### src/rtl/alu_pkg.sv
// Shared definitions for the ALU arbiter: default widths, ALU operation
// encodings, response-slot state type and a saturating-increment helper.
// Optional statistics counters are enabled with the ALU_ARB_STATS_EN macro.
package alu_pkg;

   localparam int ALU_DATA_W = 32;
   localparam int ALU_CTRL_W = 4;

   // Operation encodings understood by the shared ALU; 1010-1111 are reserved.
   typedef enum logic [3:0] {
      ALU_ADD  = 4'b0000,
      ALU_SUB  = 4'b0001,
      ALU_SLL  = 4'b0010,
      ALU_SLT  = 4'b0011,
      ALU_XOR  = 4'b0100,
      ALU_SRL  = 4'b0101,
      ALU_OR   = 4'b0110,
      ALU_AND  = 4'b0111,
      ALU_SRA  = 4'b1000,
      ALU_SLTU = 4'b1001
   } alu_op_e;

   typedef enum logic {
      SLOT_EMPTY = 1'b0,
      SLOT_FULL  = 1'b1
   } slot_state_e;

   // Increment that sticks at all-ones instead of wrapping.
   function automatic logic [31:0] sat_inc(input logic [31:0] value, input logic en);
      return (en && (value != 32'hFFFF_FFFF)) ? value + 32'd1 : value;
   endfunction

endpackage

### src/rtl/alu_rsp_slot.sv
// One-entry response buffer for a single requester. Holds the captured ALU
// result until the consumer takes it; a drain and a capture in the same cycle
// replace the entry without a bubble.
module alu_rsp_slot
   import alu_pkg::*;
#(
   parameter int DATA_W = ALU_DATA_W
) (
   input  logic              clk,
   input  logic              rst_n,
   input  logic              i_capture,
   input  logic [DATA_W-1:0] i_result,
   input  logic              i_zero,
   input  logic              i_ready,
   output logic              o_valid,
   output logic [DATA_W-1:0] o_result,
   output logic              o_zero,
   output logic              o_can_accept
);

   slot_state_e       r_state;
   logic              r_valid;
   logic [DATA_W-1:0] r_result;
   logic              r_zero;

   // The slot can take new data when empty or when its entry leaves this cycle.
   assign o_can_accept = (r_state == SLOT_EMPTY) | i_ready;
   assign o_valid      = r_valid;
   assign o_result     = r_result;
   assign o_zero       = r_zero;

   // Slot FSM with registered valid/data outputs.
   // NOTE: state uses non-blocking assignments so every flop samples pre-edge values.
   always_ff @(posedge clk or negedge rst_n) begin
      if (!rst_n) begin
         r_state  <= SLOT_EMPTY;
         r_valid  <= 1'b0;
         r_result <= '0;
         r_zero   <= 1'b0;
      end else begin
         case (r_state)
            SLOT_EMPTY: begin
               if (i_capture) begin
                  r_state  <= SLOT_FULL;
                  r_valid  <= 1'b1;
                  r_result <= i_result;
                  r_zero   <= i_zero;
               end
            end
            SLOT_FULL: begin
               if (i_capture) begin
                  r_result <= i_result;
                  r_zero   <= i_zero;
               end else if (i_ready) begin
                  r_state <= SLOT_EMPTY;
                  r_valid <= 1'b0;
               end
            end
            default: begin
               r_state <= SLOT_EMPTY;
               r_valid <= 1'b0;
            end
         endcase
      end
   end

endmodule

### src/rtl/alu_arbiter.sv
// Round-robin arbiter sharing one combinational ALU between two requesters.
// Each requester owns a one-entry response slot; results appear one cycle
// after acceptance. Define ALU_ARB_STATS_EN to add grant/conflict counters.
module alu_arbiter
   import alu_pkg::*;
#(
   parameter int DATA_W = ALU_DATA_W,
   parameter int CTRL_W = ALU_CTRL_W
) (
   input  logic              clk,
   input  logic              rst_n,
   input  logic              req0_valid,
   output logic              req0_ready,
   input  logic [DATA_W-1:0] req0_a,
   input  logic [DATA_W-1:0] req0_b,
   input  logic [CTRL_W-1:0] req0_ctrl,
   input  logic              req1_valid,
   output logic              req1_ready,
   input  logic [DATA_W-1:0] req1_a,
   input  logic [DATA_W-1:0] req1_b,
   input  logic [CTRL_W-1:0] req1_ctrl,
   output logic              rsp0_valid,
   input  logic              rsp0_ready,
   output logic [DATA_W-1:0] rsp0_result,
   output logic              rsp0_zero,
   output logic              rsp1_valid,
   input  logic              rsp1_ready,
   output logic [DATA_W-1:0] rsp1_result,
   output logic              rsp1_zero,
   output logic [DATA_W-1:0] alu_a,
   output logic [DATA_W-1:0] alu_b,
   output logic [CTRL_W-1:0] alu_ctrl,
   input  logic [DATA_W-1:0] alu_out,
   input  logic              alu_zero
`ifdef ALU_ARB_STATS_EN
   ,
   output logic [31:0]       stat_grant0,
   output logic [31:0]       stat_grant1,
   output logic [31:0]       stat_conflict
`endif
);

   logic              r_last_grant;  // 1: requester 1 was granted most recently
   logic              w_can0;
   logic              w_can1;
   logic              w_elig0;
   logic              w_elig1;
   logic              w_gnt0;
   logic              w_gnt1;
   logic [DATA_W-1:0] w_alu_a;
   logic [DATA_W-1:0] w_alu_b;
   logic [CTRL_W-1:0] w_alu_ctrl;

   assign w_elig0 = req0_valid & w_can0;
   assign w_elig1 = req1_valid & w_can1;

   // On contention the requester that was not served last wins.
   assign w_gnt0 = w_elig0 & (~w_elig1 |  r_last_grant);
   assign w_gnt1 = w_elig1 & (~w_elig0 | ~r_last_grant);

   assign req0_ready = w_gnt0;
   assign req1_ready = w_gnt1;

   // Steer the granted requester's operands to the ALU, zeros when idle.
   // NOTE: every output gets a default first so no path infers a latch.
   always_comb begin
      w_alu_a    = '0;
      w_alu_b    = '0;
      w_alu_ctrl = '0;
      if (w_gnt0) begin
         w_alu_a    = req0_a;
         w_alu_b    = req0_b;
         w_alu_ctrl = req0_ctrl;
      end else if (w_gnt1) begin
         w_alu_a    = req1_a;
         w_alu_b    = req1_b;
         w_alu_ctrl = req1_ctrl;
      end
   end

   assign alu_a    = w_alu_a;
   assign alu_b    = w_alu_b;
   assign alu_ctrl = w_alu_ctrl;

   // Remember who was served last; only accepted transfers move it.
   always_ff @(posedge clk or negedge rst_n) begin
      if (!rst_n) begin
         r_last_grant <= 1'b1;
      end else if (w_gnt0) begin
         r_last_grant <= 1'b0;
      end else if (w_gnt1) begin
         r_last_grant <= 1'b1;
      end
   end

   alu_rsp_slot #(.DATA_W(DATA_W)) u_slot0 (
      .clk          (clk),
      .rst_n        (rst_n),
      .i_capture    (w_gnt0),
      .i_result     (alu_out),
      .i_zero       (alu_zero),
      .i_ready      (rsp0_ready),
      .o_valid      (rsp0_valid),
      .o_result     (rsp0_result),
      .o_zero       (rsp0_zero),
      .o_can_accept (w_can0)
   );

   alu_rsp_slot #(.DATA_W(DATA_W)) u_slot1 (
      .clk          (clk),
      .rst_n        (rst_n),
      .i_capture    (w_gnt1),
      .i_result     (alu_out),
      .i_zero       (alu_zero),
      .i_ready      (rsp1_ready),
      .o_valid      (rsp1_valid),
      .o_result     (rsp1_result),
      .o_zero       (rsp1_zero),
      .o_can_accept (w_can1)
   );

`ifdef ALU_ARB_STATS_EN
   logic [31:0] r_stat_grant0;
   logic [31:0] r_stat_grant1;
   logic [31:0] r_stat_conflict;

   // Saturating counts of accepted transfers and cycles with both requests valid.
   always_ff @(posedge clk or negedge rst_n) begin
      if (!rst_n) begin
         r_stat_grant0   <= '0;
         r_stat_grant1   <= '0;
         r_stat_conflict <= '0;
      end else begin
         r_stat_grant0   <= sat_inc(r_stat_grant0, w_gnt0);
         r_stat_grant1   <= sat_inc(r_stat_grant1, w_gnt1);
         r_stat_conflict <= sat_inc(r_stat_conflict, req0_valid & req1_valid);
      end
   end

   assign stat_grant0   = r_stat_grant0;
   assign stat_grant1   = r_stat_grant1;
   assign stat_conflict = r_stat_conflict;
`endif

endmodule

### config.mk
export PLATFORM = sky130hd
export DESIGN_NAME = alu_arbiter
export DESIGN_NICKNAME = d
export VERILOG_FILES = /design/src/rtl/alu_pkg.sv /design/src/rtl/alu_rsp_slot.sv /design/src/rtl/alu_arbiter.sv
export SDC_FILE = /design/constraint.sdc
export NUM_CORES = 1
export LEC_CHECK = 0
export ABC_AREA = 1
export BUFFER_PORTS_ARGS = -buffer_cell sky130_fd_sc_hd__buf_2
export CORE_AREA = 4 4 121 123
export DETAILED_ROUTE_END_ITERATION = 8
export DIE_AREA = 0 0 125 127
export PLACE_DENSITY_LB_ADDON = 0.12
export SLEW_MARGIN = 20
export SYNTH_ARGS = -nofsm -noshare
export SYNTH_HDL_FRONTEND = slang
export SYNTH_HIERARCHICAL = 1
export SYNTH_SLANG_ARGS = --single-unit
export TNS_END_PERCENT = 1
### constraint.sdc
create_clock -name clk -period 2.05 [get_ports clk]
set_input_delay 0.1025 -clock clk [delete_from_list [all_inputs] [get_ports clk]]
set_output_delay 0.1025 -clock clk [all_outputs]
set_load 0.02 [all_outputs]
==> summary.md <==
| Metric | Value |
|---|---|
| Outcome | `finished clean` |
| Slowest stage cell, crit path | `dfrtp_1` |
| Wire per inst | `approximately 14 um` |
| Initial antenna violation count | `1` |
| Remaining antenna violation count | `0` |
| Chip width | `roughly 130 um` |
| Antenna Cells | `0` |
| Final Routed Wirelength | `15.1 mm` |
| Root buf cell | `clkbuf_16` |
| Crit path time final | `between 1.5 and 2 ns` |
| Vias in the first global route | `about 4800` |
| Vias | `4762` |
| Worst Slack Setup Final | `~0.097 ns` |
| FF-to-FF Start | `u_slot0/r_state$_DFF_PN0_` |
| Fmax | `approximately 510 MHz` |
| Post-Layout Cell Count | `1057` |
| Power Density | `roughly 970 mW/mm^2` |
| Total GRT Usage | `0.182` |
| Worst slew pin tran | `roughly 0.39 ns` |
| Relative slew slack | `0.742` |
| Synth cell types | `17` |
| Initial Util | `0.290` |
| Worst Path Arrival | `between 1.5 and 2 ns` |
| Max FO, Critical Path | `68` |
| Post-Place Setup Slack | `between 0.15 and 0.2 ns` |
| Die area | `0.0159 mm^2` |
| Insertion delay to the later sink of the worst-skew pair | `0.33 ns` |
| Num rows | `43` |
| Worst Hold Class | `in2reg` |
| Worst R2R Path Depth | `8` |
| CP endpoint kind | `primary output` |
| Port bufs | `between 300 and 400` |
| DIE HEIGHT | `around 130 um` |
| Remaining DRCs | `0` |
| Number of max-cap violations | `0` |
| Setup CP Type | `reg2out` |
| Core area | `approximately 0.014 mm^2` |
| Mapped Area | `just under 0.004 mm^2` |
| Hold Path Stages | `3` |
| Initial DRC Count | `around 280` |
| Largest net degree at the start of global routing | `72` |
| CTS buffer count | `9` |
| Syn-to-layout area delta | `58.6%` |
| Placed wire-length estimate | `roughly 11 mm` |
| Yosys warns | `6` |
| CTS tree | `done` |
| FF+latch count, synth | `between 70 and 80` |
| I/O pin count | `between 300 and 400` |
| Syn Nets | `a little over 700` |
| Final hold violations | `0` |
| P_leak | `between 3 and 4 nW` |
| Period Utilization, post-route | `0.952` |
| Post-route clock skew | `0.00801 ns` |
| DR vias/cell | `roughly 4.5` |
| Leading cell type in the layout, fill and taps excluded | `buf_2` |
| Worst-path clk slew | `about 0.060 ns` |
| Register area share after synthesis | `0.449` |
| Cells after Synth | `546` |
| CP max stage delay | `~0.35 ns` |
| Most frequent cells in the layout | `buf_2 (311), nand2_1 (257), nand3_1 (137)` |
| Clk buf depth | `2` |
| Max Slew Vio Count | `0` |
| GR Overflow Total | `0` |
| Syn avg cell area | `between 7 and 8 um^2` |
| Placed insts | `about 1000` |
| Final Net Count | `~1000` |
| Min-delay src | `alu_out[29]` |
| Final Setup Violations | `0` |
| Cell Chain, Critical Path | `inv_1, or2_2, nand3_2, buf_12, nand3_1, nand2_2, buf_4` |
| Layout cell share with drive strength beyond 1 | `0.426` |
| First-pass GRT wire length | `around 24 mm` |
| Clk sinks | `71` |
| Setup crit start | `u_slot0/r_state$_DFF_PN0_` |
| DR pass1 iterations | `5` |
| GP Congestion | `a little over 0.9` |
| RSZ-0062 raised after global routing | `true` |
| CP startpoint kind | `flip-flop` |
| Max rail drop VDD | `roughly 460 uV` |
| Data required, critical path | `1.95 ns` |
| Htree depth | `3` |
-- report_power, final --
part           switching (mW)  internal [mW]
clock                   0.635          0.959
combinational            1.67          0.891
sequential              0.200           1.76
total                    2.50           3.60
-- critical path, delay by kind of cell (launching register included) --
kind / cells / cell delay [ns]
buf+inv: 3 / 0.48
simple gates: 4 / 0.67
flops: 1 / 0.35
-- cell families (layout without fill, tap and decap cells) --
logic type / count (synthesis) / after routing / share of synthesized area
simple gates: 419 / 419 / 0.457
compound gates: 2 / 2 / 0.00253
buf+inv: 54 / 385 / 0.0914
flops: 71 / 71 / 0.449
-- layer usage --
metal / wire, um / vias to the layer above / global-route usage
met5: 13 / - / 0
met4: 163 / 2 / 0.0370
met3: 1310 / 18 / 0.0577
met2: 7550 / 189 / 0.316
met1: 6110 / 2154 / 0.224
li1: - / 2399 / -
-- sequential cells by signal (all words and copies together), names as in the netlist --
signal / count
u_slot0/o_zero: 1
u_slot1/o_valid: 1
u_slot1/o_result: 32
u_slot0/o_result: 32
u_slot1/o_zero: 1
u_slot0/o_valid: 1
u_slot1/r_state: 1
r_last_grant: 1
u_slot0/r_state: 1
-- synth_stat cells (all sizes together) --
| cell type | number | area (um^2) |
|---|---|---|
| a21oi | 1 | 5.00 |
| buf | 38 | 287 |
| clkbuf | 4 | 15.0 |
| dfrtp | 70 | 1750 |
| dfstp | 1 | 26.3 |
| inv | 12 | 60.1 |
| nand2 | 277 | 1080 |
| nand3 | 140 | 711 |
| o21ai | 1 | 5.00 |
| or2 | 2 | 12.5 |
-- stage by stage --
step	cell area, um^2	hold WS [ns]	total power, mW	util	TNS [ns]
2_1_floorplan	3960	-0.193	3.54	-	0
3_3_place_gp	5610	0.158	4.46	0.411	0
3_5_place_dp	5610	0.164	4.51	0.411	0
4_1_cts	6230	0.000635	6.19	0.456	0
5_1_grt	6270	0.0148	6.52	0.459	-0.0178
6_report	6270	0.00871	6.11	0.459	0
-- timing repair --
action | in CTS | in global routing
endpoints found under the setup margin | 68 | 18
gates resized for setup | 2 | 5
hold endpoints to repair | 125 | 0
buffers inserted | 0 | 3
hold buffers | 31 | 0
pin swaps | 0 | 1
-- area by class of cell --
| cell class | instances | area [um^2] |
|---|---|---|
| fill | 1429 | 7390 |
| clock buffer | 9 | 225 |
| sequential | 71 | 1780 |
| inverter | 12 | 60.1 |
| tap | 180 | 225 |
| clock inverter | 7 | 80.1 |
| multi-input combinational | 421 | 1840 |
| timing repair buffer | 357 | 2070 |
-- final timing paths --
check	end	slack [ns]
max in group asynchronous	r_last_grant$_DFFE_PN1P_	1.36
max	alu_a[5]	0.1
min reg2reg	u_slot1/o_result[30]$_DFFE_PN0P_	0.47
min in group asynchronous	u_slot1/o_result[30]$_DFFE_PN0P_	0.33
min	u_slot1/o_result[29]$_DFFE_PN0P_	0.009
max reg2reg	u_slot1/o_result[23]$_DFFE_PN0P_	0.40
Power figures use the tool's default switching activity.
